[src/rtl/multi_counter_sum.sv]
`default_nettype none
// ============================================================================
// Module      : multi_counter_sum
// Description : N-channel counter bank with registered channel sum and a
//               threshold monitor that reloads all channels on trip.
// Revision    : 1.0 - initial release
// ============================================================================
module multi_counter_sum #(
  parameter  int NCH   = 4,
  parameter  int WIDTH = 8,
  parameter  int SAT   = 0,
  localparam int SUM_W = WIDTH + $clog2(NCH)
) (
  input  logic                 clk,
  input  logic                 rst,
  input  logic [NCH-1:0]       en,
  input  logic                 load,
  input  logic [NCH*WIDTH-1:0] init_flat,
  input  logic [WIDTH-1:0]     thresh,
  output logic [NCH*WIDTH-1:0] cnt_flat,
  output logic [SUM_W-1:0]     sum,
  output logic                 trip,
  output logic [15:0]          trip_count
);

  localparam logic [WIDTH-1:0] c_cnt_max   = {WIDTH{1'b1}};
  localparam logic [15:0]      c_trip_max  = 16'hFFFF;

  logic             r_trip;
  logic             r_trip_d;
  logic [15:0]      r_trip_count;
  logic [SUM_W-1:0] r_sum;
  logic [SUM_W-1:0] w_sum;
  logic [SUM_W-1:0] w_thresh_ext;
  logic             w_reload;
  logic             w_trip_rise;

  // Load and trip both select the init value, so asserting both is one reload.
  assign w_reload = load | r_trip;

  for (genvar i = 0; i < NCH; i++) begin : g_ch
    logic [WIDTH-1:0] r_cnt;
    logic [WIDTH-1:0] w_cnt_inc;

    if (SAT != 0) begin : g_sat
      assign w_cnt_inc = (r_cnt == c_cnt_max) ? r_cnt : r_cnt + 1'b1;
    end else begin : g_wrap
      assign w_cnt_inc = r_cnt + 1'b1;
    end

    always_ff @(posedge clk or posedge rst) begin
      if (rst) begin
        r_cnt <= '0;
      end else if (w_reload) begin
        r_cnt <= init_flat[i*WIDTH +: WIDTH];
      end else if (en[i]) begin
        r_cnt <= w_cnt_inc;
      end
    end

    assign cnt_flat[i*WIDTH +: WIDTH] = r_cnt;
  end

  // Every channel is zero-extended before accumulation, so the sum never wraps.
  always_comb begin
    w_sum = '0;
    for (int k = 0; k < NCH; k++) begin
      w_sum = w_sum + SUM_W'(cnt_flat[k*WIDTH +: WIDTH]);
    end
  end

  assign w_thresh_ext = SUM_W'(thresh);
  assign w_trip_rise  = r_trip & ~r_trip_d;

  always_ff @(posedge clk or posedge rst) begin
    if (rst) begin
      r_sum        <= '0;
      r_trip       <= 1'b0;
      r_trip_d     <= 1'b0;
      r_trip_count <= '0;
    end else begin
      r_sum    <= w_sum;
      r_trip   <= (r_sum > w_thresh_ext);
      r_trip_d <= r_trip;
      if (w_trip_rise && (r_trip_count != c_trip_max)) begin
        r_trip_count <= r_trip_count + 16'd1;
      end
    end
  end

  assign sum        = r_sum;
  assign trip       = r_trip;
  assign trip_count = r_trip_count;

endmodule
`default_nettype wire
[config.mk]
export PLATFORM = sky130hd
export DESIGN_NAME = multi_counter_sum
export DESIGN_NICKNAME = d
export VERILOG_FILES = /design/src/rtl/multi_counter_sum.sv
export SDC_FILE = /design/constraint.sdc
export NUM_CORES = 1
export LEC_CHECK = 0
export CORE_UTILIZATION = 48
export DETAILED_ROUTE_END_ITERATION = 16
export GPL_TIMING_DRIVEN = 0
export PLACE_DENSITY_LB_ADDON = 0.3
export SLEW_MARGIN = 20
export SYNTH_ARGS = -nofsm -noshare
export SYNTH_HDL_FRONTEND = slang
export SYNTH_SLANG_ARGS = --single-unit
[constraint.sdc]
create_clock -name clk -period 3.45 [get_ports clk]
set_input_delay 1.035 -clock clk [delete_from_list [all_inputs] [get_ports clk]]
set_output_delay 1.035 -clock clk [all_outputs]
set_load 0.01 [all_outputs]
==> out/qor.csv <==
metric,value,unit
status,"complete, no violations",
reg-to-reg endpoint,sum[9],
Total Wirelength,8260,um
diode count,0,
vias in the first global route,2949,
initial antenna violation count,0,
WP data arrival,3.29,ns
Mean Syn Cell Area,9.89,um^2
Relative slew margins,0.686,
synthesized netlist net count,456,
area of the die,8000,um^2
setup violators final,0,
number of max-cap violations,0,
FF-to-FF setup slack,0.41,ns
fraction of layout cells with a size suffix above 1,0.0594,
Final ANT Viol Nets,0,
postcts setup bufs,0,
TritonCTS clock tree,done,
CP Capture Type,flip-flop,
Filler Cell Count,567,
WS Path Type,reg2reg,
# hold bufs at CTS,0,
"Hold Vio Cnt, Final",0,
insertion delay to the later sink of the worst-skew pair,0.34,ns
Setup Skew,0.00965,ns
Starting Density,0.500,
Reg2Reg Depth,10,
area occupied by multi-input gates,1960,um^2
Worst Setup SP,g_ch[0].r_cnt[1],
Die Wd,89.4,um
Synth Instances,371,
I/O Buffers,101,
worst r2r src,g_ch[0].r_cnt[1],
Area Growth Syn to Fin,36.2,%
die span in y,89.4,um
global-route wire length before repair,13300,um
crit-path cells,"fa_1, fa_1, ha_1, inv_1, fa_1, nor2b_1, o21ai_0, a21oi_1, a211oi_1, nor3_1",
core area,7330,um^2
H-tree Lvls,3,
sequential share of the synthesized area,0.409,
Worst VDD drop,0.000301,V
post-CTS sizing,0,
Tmin final,3.04,ns
CTS buffer count,9,
Hold Path Origin,trip,
post-synth cell types,39,
Yosys reg bits,60,
vias per cell,5.07,
Initial DRC Count,105,
Max clock buf depth,2,
CP max-delay cell,fa_1,
Async SR Flop Fraction,1.00,
Max stage delay on crit path,0.56,ns
CP required,3.70,ns
aggregate global routing overflow,0,
number of synthesized flops with an enable pin,0,
Core Rows,31,
Tcrit/Tclk final,0.880,
Worst-Margin Slew,0.471,ns
Crit path top cell by count,fa_1,
Final #Nets,569,
fin. max-slew vios,0,
FF+latch area,1500,um^2
Final Util,0.681,
root buffer cell,clkbuf_8,
Routed WL per cell,14.1,um
hpwl dp,6480,um
Leak,2.25,nW
CP max FO,6,
GRT Overall Usage,0.226,
Hold Slack,0.454,ns
CTS Sinks,60,
largest net degree at the start of global routing,34,
RSZ-0062 raised after global routing,false,
Residual DRC,0,
RD Place Congestion,0.803,
Ys Warns,0,
CP startpoint kind,flip-flop,
IO Pins,106,
prevailing post-synth register cell,dfrtp_1,
setup TNS,0,ns
power per cell area,722,nW/um^2
TritonRoute pass-1 iters,4,
"CTS clk-pin slew, worst paths",0.06,ns
Hold Crit Class,reg2reg,
worst setup path endpoint,sum[9],
Post-Syn Area,3670,um^2
vias,2977,
Fmax,0.329,GHz
## registers in the layout (all words and copies together) (netlist names)
| register | count |
|---|---|
| g_ch.r_cnt | 32 |
| r_trip_d | 1 |
| sum | 10 |
| trip | 1 |
| trip_count | 16 |
## metal layers
metal | GRT usage | up-vias | routed length, um
li1 | - | 1456 | -
met3 | 0.0471 | 17 | 452
met4 | 0.0880 | 0 | 193
met1 | 0.281 | 1402 | 3640
met2 | 0.387 | 102 | 3980
met5 | 0 | - | 0
## cell usage after synthesis, types with 2 or more instances
cell type | number | share of area
xnor2_1 | 35 | 0.084
nand2_1 | 51 | 0.052
clkbuf_1 | 11 | 0.011
nor2_1 | 13 | 0.013
nor2b_1 | 2 | 0.0034
o21ai_0 | 34 | 0.046
mux2i_1 | 4 | 0.011
nand3_1 | 8 | 0.011
nand4_1 | 16 | 0.027
dfrtp_1 | 60 | 0.41
nor3_1 | 4 | 0.0055
a31oi_1 | 2 | 0.0034
ha_1 | 22 | 0.075
xor2_1 | 14 | 0.033
a21oi_1 | 7 | 0.0095
a21o_1 | 3 | 0.0061
or2_2 | 2 | 0.0034
inv_1 | 43 | 0.044
a211oi_1 | 2 | 0.0041
fa_1 | 16 | 0.087
and3_1 | 4 | 0.0068
## power breakdown
part	internal (mW)	switching [mW]	total, mW
Combinational	0.999	0.948	1.95
Clock	0.294	0.259	0.552
Sequential	0.905	0.201	1.11
Total	2.20	1.41	3.61
## kinds of logic after synthesis
family | Yosys count | synth area share
xor gates and xnor gates | 49 | 0.117
adders and majority gates | 38 | 0.162
and+or+nand+nor | 112 | 0.160
muxes | 5 | 0.0140
DFF | 60 | 0.409
buffers and inverters | 54 | 0.0553
AOI/OAI and AO/OA | 53 | 0.0825
## layout make-up
class | instances | share of cell area
repair buffers | 102 | 0.206
plain buffers | 11 | 0.00827
flip-flops and latches | 60 | 0.301
inverters | 43 | 0.0328
multi-input cells | 257 | 0.393
clock inverters | 2 | 0.00200
well taps | 99 | 0.0248
clock buffers | 13 | 0.0318
## cells in the final DEF, fill, tap and decap left out, drive strengths merged, types with 2 or more instances in the layout
| cell type | n |
|---|---|
| clkdlybuf4s50 | 101 |
| dfrtp | 60 |
| nand2 | 52 |
| inv | 43 |
| xnor2 | 35 |
| o21ai | 35 |
| clkbuf | 24 |
| ha | 22 |
| nand4 | 16 |
| fa | 16 |
| xor2 | 14 |
| nor2 | 13 |
| nand3 | 8 |
| a21oi | 7 |
| and3 | 6 |
| nor3 | 5 |
| mux2i | 4 |
| a21o | 3 |
| a31oi | 3 |
| and4 | 3 |
| nor2b | 2 |
| or2 | 2 |
| a211oi | 2 |
| clkinv | 2 |
## through the flow
step	instance area, um^2	total power, mW	worst slack [ns]	instances
4_1_cts	4990	3.63	0.418	587
5_1_grt	4990	3.92	0.270	587
3_5_place_dp	4830	3.06	0.450	572
3_3_place_gp	4800	2.99	-0.145	571
6_report	4990	3.61	0.414	587
2_1_floorplan	3670	2.36	0.686	371
## critical path: cells and delay by family, from the launching register on
kind            cells  cell delay (ns)
buf+inv             1             0.06
compound gates      3             0.45
flops               1             0.48
simple gates        2             0.32
fa+ha+maj           4             1.65
## how the worst min path moves through the flow
stage / end / slack [ns] / cells past startpoint
final: r_trip_d / 0.45 / 0
after floorplan: r_trip_d / 0.44 / 0
after global placement: r_trip_d / 0.41 / 0
after global routing: r_trip_d / 0.48 / 0
after detailed placement: r_trip_d / 0.44 / 0
after CTS: r_trip_d / 0.46 / 0
(Power assumes the default switching activity.)
